==> src/rtl/rx_block_assembler.sv <==
// RX block assembler: packs 32-bit FIFO words into 128-bit blocks,
// or passes words straight through in mode 00.
module rx_block_assembler #(
    parameter int FRAME_BLOCKS = 1584,
    parameter int MB_WORDS     = 396
) (
    input  logic         clk,
    input  logic         rst,
    input  logic [1:0]   mode_select,
    input  logic [31:0]  FIFO_rx_dout,
    input  logic         FIFO_rx_empty,
    output logic         FIFO_rx_rd_en,
    output logic [127:0] block_flat,
    output logic         residual_valid,
    output logic         quantized_valid,
    input  logic         block_ready,
    output logic [31:0]  MB_flat,
    output logic         MB_valid,
    output logic         frame_complete,
    output logic         Assembler_busy
);

    typedef enum logic [1:0] {IDLE, FETCH, WAIT_DATA, HOLD} state_t;

    localparam logic [15:0] BLK_LAST = 16'(FRAME_BLOCKS - 1);
    localparam logic [15:0] MB_LAST  = 16'(MB_WORDS - 1);

    state_t            state_q, state_d;
    logic [1:0]        mode_q, mode_d;
    logic [1:0]        word_cnt_q, word_cnt_d;
    logic [15:0]       blk_cnt_q, blk_cnt_d;
    logic [15:0]       mb_cnt_q, mb_cnt_d;
    logic [3:0][31:0]  blk_q, blk_d;
    logic [31:0]       mb_flat_q, mb_flat_d;
    logic              mb_valid_q, mb_valid_d;
    logic              mb_last_q, mb_last_d;
    logic              frame_q, frame_d;

    logic capture, is_mb, accept, blk_last, mb_last;

    assign capture  = (state_q == WAIT_DATA);
    assign is_mb    = (mode_q == 2'b00);
    assign accept   = (state_q == HOLD) && block_ready;
    assign blk_last = (blk_cnt_q == BLK_LAST);
    assign mb_last  = (mb_cnt_q == MB_LAST);

    always_ff @(posedge clk) begin
        if (rst) begin
            state_q    <= IDLE;
            mode_q     <= 2'b00;
            word_cnt_q <= 2'd0;
            blk_cnt_q  <= 16'd0;
            mb_cnt_q   <= 16'd0;
            blk_q      <= '0;
            mb_flat_q  <= 32'd0;
            mb_valid_q <= 1'b0;
            mb_last_q  <= 1'b0;
            frame_q    <= 1'b0;
        end else begin
            state_q    <= state_d;
            mode_q     <= mode_d;
            word_cnt_q <= word_cnt_d;
            blk_cnt_q  <= blk_cnt_d;
            mb_cnt_q   <= mb_cnt_d;
            blk_q      <= blk_d;
            mb_flat_q  <= mb_flat_d;
            mb_valid_q <= mb_valid_d;
            mb_last_q  <= mb_last_d;
            frame_q    <= frame_d;
        end
    end

    always_comb begin
        state_d = state_q;
        unique case (state_q)
            IDLE: begin
                if (mode_select != 2'b11 && !FIFO_rx_empty) state_d = FETCH;
            end
            FETCH: begin
                if (!FIFO_rx_empty) state_d = WAIT_DATA;
            end
            WAIT_DATA: begin
                if (is_mb) state_d = mb_last ? IDLE : FETCH;
                else       state_d = (word_cnt_q == 2'd3) ? HOLD : FETCH;
            end
            HOLD: begin
                if (block_ready) state_d = blk_last ? IDLE : FETCH;
            end
            default: state_d = IDLE;
        endcase
    end

    // Mode is only sampled while idle so a frame never switches type midway.
    always_comb begin
        mode_d     = (state_q == IDLE) ? mode_select : mode_q;
        word_cnt_d = word_cnt_q;
        blk_d      = blk_q;
        blk_cnt_d  = blk_cnt_q;
        mb_cnt_d   = mb_cnt_q;
        mb_flat_d  = mb_flat_q;
        mb_valid_d = 1'b0;
        mb_last_d  = 1'b0;
        if (capture && !is_mb) begin
            blk_d[word_cnt_q] = FIFO_rx_dout;
            word_cnt_d        = word_cnt_q + 2'd1;
        end
        if (capture && is_mb) begin
            mb_flat_d  = FIFO_rx_dout;
            mb_valid_d = 1'b1;
            mb_last_d  = mb_last;
            mb_cnt_d   = mb_last ? 16'd0 : mb_cnt_q + 16'd1;
        end
        if (accept) blk_cnt_d = blk_last ? 16'd0 : blk_cnt_q + 16'd1;
        frame_d = (mb_valid_q && mb_last_q) || (accept && blk_last);
    end

    always_comb begin
        FIFO_rx_rd_en   = !rst && (state_q == FETCH) && !FIFO_rx_empty;
        Assembler_busy  = !rst && (state_q != IDLE);
        residual_valid  = !rst && (state_q == HOLD) && (mode_q == 2'b01);
        quantized_valid = !rst && (state_q == HOLD) && (mode_q == 2'b10);
        MB_valid        = !rst && mb_valid_q;
        frame_complete  = !rst && frame_q;
        block_flat      = rst ? 128'd0 : blk_q;
        MB_flat         = rst ? 32'd0 : mb_flat_q;
    end

endmodule

==> config.mk <==
export PLATFORM = sky130hd
export DESIGN_NAME = rx_block_assembler
export DESIGN_NICKNAME = d
export VERILOG_FILES = /design/src/rtl/rx_block_assembler.sv
export SDC_FILE = /design/constraint.sdc
export NUM_CORES = 1
export LEC_CHECK = 0
export CORE_ASPECT_RATIO = 0.7
export CORE_MARGIN = 2
export CORE_UTILIZATION = 40
export CTS_BUF_LIST = sky130_fd_sc_hd__clkbuf_4 sky130_fd_sc_hd__clkbuf_8
export DETAILED_ROUTE_END_ITERATION = 8
export HOLD_SLACK_MARGIN = 0.02
export PLACE_DENSITY = 0.66
export SLEW_MARGIN = 20
export SYNTH_ARGS = -nofsm -noshare
export SYNTH_HDL_FRONTEND = slang
export SYNTH_SLANG_ARGS = --single-unit
==> constraint.sdc <==
create_clock -name clk -period 3.4 [get_ports clk]
set_input_delay 0.51 -clock clk [delete_from_list [all_inputs] [get_ports clk]]
set_output_delay 0.51 -clock clk [all_outputs]
set_load 0.02 [all_outputs]
After elaboration in Yosys (flattened, before gate mapping)
Cells that the tools add are included.
{"block": "classes", "add_sub_neg": 3, "n_lt_le_gt_ge": 2, "eq_ne": 12, "n_mux": 16, "bitwise_logic": 1, "n_reduce_logical": 24}
{"cell": "bitwise mux 128 bit", "n": 1}
{"cell": "2-to-1 mux 128 bit", "n": 1}
{"cell": "demux 32 bit (select 2 bit)", "n": 1}
{"cell": "2-to-1 mux 32 bit", "n": 2}
{"cell": "adder 16 x 1 -> 16 bit (second input constant)", "n": 2}
{"cell": "2-to-1 mux 16 bit", "n": 2}
{"cell": "== test 16 x 11 -> 1 bit (second input constant)", "n": 1}
{"cell": "== test 16 x 9 -> 1 bit (second input constant)", "n": 1}
{"cell": "logical AND 1 bit", "n": 15}
{"cell": "2-to-1 mux 2 bit", "n": 5}
{"cell": "== test 2 bit (second input constant)", "n": 4}
{"cell": "inequality test 2 bit (second input constant)", "n": 4}
{"cell": "case mux 2 bit (4 select lines)", "n": 1}
{"cell": "== test 2 x 1 -> 1 bit (second input constant)", "n": 2}
{"cell": "logical NOT 2 bit", "n": 2}
{"cell": "logical NOT 1 bit", "n": 3}
{"cell": "< comparator 2 x 3 -> 1 bit (second input constant)", "n": 1}
{"cell": "2-to-1 mux 1 bit", "n": 3}
{"cell": "AND reduction 3 bit", "n": 1}
{"cell": "adder 2 x 1 -> 2 bit (second input constant)", "n": 1}
{"cell": ">= comparator 2 x 1 -> 1 bit (second input constant)", "n": 1}
{"cell": "nonzero test 2 bit", "n": 1}
{"cell": "OR reduction 2 bit", "n": 1}
{"cell": "logical OR 1 bit", "n": 1}
{"cell": "NOT 1 bit", "n": 1}
{"block": "totals", "ff_bits": 201, "in_bits": 38, "output_inout_bits": 166, "wordCells": 71}

Longest topological paths before layout
{"block": "depth", "depth_word": 5, "ltp_mapped": 6, "ltp_nobuf": 5}

Worst setup path after synthesis
No wires, ideal clock.
{"block": "synth_timing", "kind": "input -> output", "start": "in rst", "end": "out quantized_valid", "arrival_ns": 1.883, "required_time_ns": 2.890, "setup_slack_ns": 1.007, "stages": 4, "path_buffers": 3, "cell_sequence": "clkbuf_1 clkbuf_1 clkbuf_1 nor4b_1"}
{"block": "synth_via", "elab_chain_len": 3}
{"element": "start, declared", "line_no": "8", "text": "input logic rst,"}
{"element": "logical NOT 1 bit", "line_no": "121", "text": "quantized_valid = !rst && (state_q == HOLD) && (mode_q == 2'b10);"}
{"element": "logical AND 1 bit (2 in a row)", "line_no": "121"}
{"element": "end, declared", "line_no": "15", "text": "output logic quantized_valid,"}
Every way passes these cells.

Worst setup path in the final report
{"block": "layout_timing", "start": "reg state_q[0]", "end": "out residual_valid"}
{"block": "layout_via", "elab_chain_len": 3}
{"element": "start, declared", "line_no": "28", "text": "state_t state_q, state_d;"}
{"element": "start signal, assigned", "line_no": "60", "text": "state_q <= state_d;"}
{"element": "== test 2 bit", "line_no": "120", "text": "residual_valid = !rst && (state_q == HOLD) && (mode_q == 2'b01);"}
{"element": "logical AND 1 bit (2 in a row)", "line_no": "120"}
{"element": "end, declared", "line_no": "14", "text": "output logic residual_valid,"}
Every way passes these cells.

==> results.md <==
- Sw Ratio: 22.93%
- I/O pin total: 204
- FP Rows: 45
- Max-slew violation count: 0
- Min cycle time layout: 3.049 ns
- Via density: 4.812
- Starting Density: 40.34%
- Synthesized cell area: 0.008676 mm^2
- Hpwl dp: 15240 um
- Drc violations: 0
- Hold Violations, Final: 0
- CTS buffer count: 31
- Worst Max-Slew Pin Slew: 0.8860 ns
- Post-synth EDFFs: 0
- CP endpoint kind: output pin
- Sequential area share after synthesis: 46.38%
- Final Worst Setup Slack: 0.3510 ns
- Status: finished clean
- Fin area: 0.01177 mm^2
- Hold_buf cts: 0
- H-tree levels: 1
- Antenna Nets Post-Route: 0
- Skew-Pair Late Insertion Delay: 0.55 ns
- Worst Clk Skew: 0.01166 ns
- Area Growth Syn to Fin: 35.71%
- Max frequency: 328.0 MHz
- Routed vias: 7049
- Pwr Density: 403.0 mW/mm^2
- Cell Int Power: 0.003657 W
- Synth warn: 0
- Root buf cell: clkbuf_8
- Crit share post-route: 89.68%
- RSZ-0062 raised after global routing: no
- Setup violators final: 0
- Net Sw Power: 0.001088 W
- Critical path arrival: 2.54 ns
- Vias in the first global route: 6889
- DRT Wirelength: 22740 um
- Max clock buf depth: 3
- Nets: 1206
- Clock power share: 44.1%
- Leakage: 5.048 nW
- Pwr Total: 0.004744 W
- CTS tree: built
- Clk slew on worst S/H paths: 0.07 ns
- Gate Count Post-Synth: 973
- WL/cell: 15.52 um
- First-pass GRT wire length: 36870 um
- Chip height: 127.2 um
- Core Box Area: 0.02151 mm^2
- Die width: 180.0 um
- Share of layout cells above drive strength 1: 7.270%
- CP Launch Type: register
- Drt pass-1 iters: 5
- Ant. Diodes: 0
- Gate power share: 5.4%
- Tot GR Track Use: 19.56%
- Crit Path Max Fanout: 14
- Antenna violations before repair: 0
- Post-CTS setup buffers: 0
- Pre-CTS setup slack: 0.7385 ns
- Slew margin rel.: 40.91%
- Post-CTS Resized: 0
- Register bit total from synthesis: 201
- DRT iter0 DRCs: 393
- Max-Cap Viols: 0
- Hold crit path type: in2reg
- Worst vdd ir: 0.0002967 V
- Largest net degree at the start of global routing: 115
- Port Buffers: 203
- Async SR Flop Fraction: 0%
- Gpl congestion: 0.8061
- Required time of the critical path: 2.89 ns
- Cell Area, Placed: 0.01112 mm^2
- FILL cells: 1944
- Mapped Avg Cell Area: 8.917 um^2
- Number of sinks on the clock net: 201
- Setup Crit Path Kind: reg2out
- Syn nets: 1017
- Gr ovfl total: 0
- Reg power frac: 50.5%
- Cell variety after synth: 42
- Full die area: 0.02290 mm^2
- Setup TNS: 0 ns
- Top_reg_cell synth: dfxtp_1
cell type report:
| cell class | instances | area, um^2 | share of cell area, % |
|---|---|---|---|
| Multi-Input combinational cell | 698 | 4427 | 37.60 |
| Sequential cell | 201 | 4024 | 34.18 |
| Timing Repair Buffer | 223 | 2287 | 19.43 |
| Clock buffer | 52 | 646.9 | 5.494 |
| Tap cell | 282 | 352.8 | 2.997 |
| Inverter | 7 | 26.28 | 0.2232 |
| Clock inverter | 2 | 10.01 | 0.08502 |
stage by stage:
step	std cells	hold slack (ns)	util, %
after CTS	1465	0.4374	54.74
after detailed placement	1411	0.4419	51.69
after global placement	1411	0.4366	51.69
after global routing	1465	0.4488	54.74
final	1465	0.4326	54.74
after floorplan	973	0.4318	-
worst max-delay path, cell delays in order (launching register included):
cell and delay (ns):
dfxtp_1 0.69, nand2_1 0.21, nor4b_1 0.39, clkdlybuf4s50_1 0.70
flip-flops by register name (all words and copies together) (netlist names):
name	flops
word_cnt_q	2
frame_q	1
mb_valid_q	1
blk_q	128
mb_last_q	1
mb_cnt_q	16
state_q	2
blk_cnt_q	16
mb_flat_q	32
mode_q	2
synth_stat cells (2+ instances only):
cell | instances | share of area, %
and2_1 | 2 | 0.14
nor2_1 | 169 | 7.3
dfxtp_1 | 201 | 46
nor4_1 | 9 | 0.65
mux2i_1 | 132 | 15
nand4_1 | 12 | 0.87
nor4b_1 | 4 | 0.40
nand2_1 | 79 | 3.4
nor2b_1 | 162 | 12
buf_2 | 18 | 1.0
nand3_1 | 12 | 0.69
xnor2_1 | 20 | 2.0
clkbuf_1 | 46 | 2.0
and4_1 | 4 | 0.40
ha_1 | 6 | 0.87
a21oi_1 | 40 | 2.3
o21ai_0 | 6 | 0.35
nor3_1 | 12 | 0.69
and3_1 | 2 | 0.14
o2111ai_1 | 5 | 0.50
inv_1 | 6 | 0.26
xor2_1 | 5 | 0.50
buf_1 | 2 | 0.087
cell usage in the layout (no fill, tap or decap), drive strengths merged, types with 3 or more instances in the layout:
cell | netlist | layout
nand4 | 12 | 12
buf | 21 | 21
clkbuf | 46 | 52
and4 | 4 | 4
xnor2 | 20 | 20
ha | 6 | 6
nor4 | 11 | 11
nand2 | 79 | 79
nand3 | 12 | 12
o21ai | 6 | 6
inv | 6 | 6
nor2 | 170 | 170
nor3 | 12 | 12
mux2i | 132 | 132
nor2b | 162 | 162
clkinv | 1 | 3
dfxtp | 201 | 201
a21oi | 40 | 40
clkdlybuf4s50 | 0 | 202
nor4b | 5 | 5
o2111ai | 5 | 5
xor2 | 5 | 5
kinds of logic after synthesis:
logic type / synth area share, %
muxes: 15.23
xor gates and xnor gates: 2.524
AOI/OAI and AO/OA: 3.865
and+or+nand+nor: 27.63
buffers and inverters: 3.505
DFF: 46.38
adders and majority gates: 0.8653
power groups by stage:
stage,registers [W],clock network (W),logic (W)
2_1_floorplan,0.00243,0,0.000129
3_3_place_gp,0.00244,0,0.000257
3_5_place_dp,0.00245,0,0.000258
4_1_cts,0.00239,0.00216,0.000259
5_1_grt,0.00240,0.00227,0.000279
6_report,0.00239,0.00209,0.000257
final timing paths:
path	from	endpoint	slack [ns]	cells past startpoint
hold / removal	rst	blk_q[109]$_SDFFE_PP0P_	0.43	2
setup / recovery	state_q[0]$_SDFFE_PP0P_	residual_valid	0.35	3
hold reg to reg	mb_flat_q[21]$_SDFFE_PP0P_	mb_flat_q[21]$_SDFFE_PP0P_	0.45	2
setup reg to reg	mode_q[1]$_SDFFE_PP0N_	mb_cnt_q[9]$_SDFFE_PP0P_	0.73	5
routing by layer:
layer	routed length (um)	global-route usage (%)	part of all wire, %	up-vias
li1	-	-	-	3590
met1	11520	28.52	51	3244
met2	9209	28.42	40	191
met3	1717	6.214	7.5	24
met4	291	3.700	1.3	0
met5	0	0	0	-
Note: power is estimated with default switching activity, not from simulation.
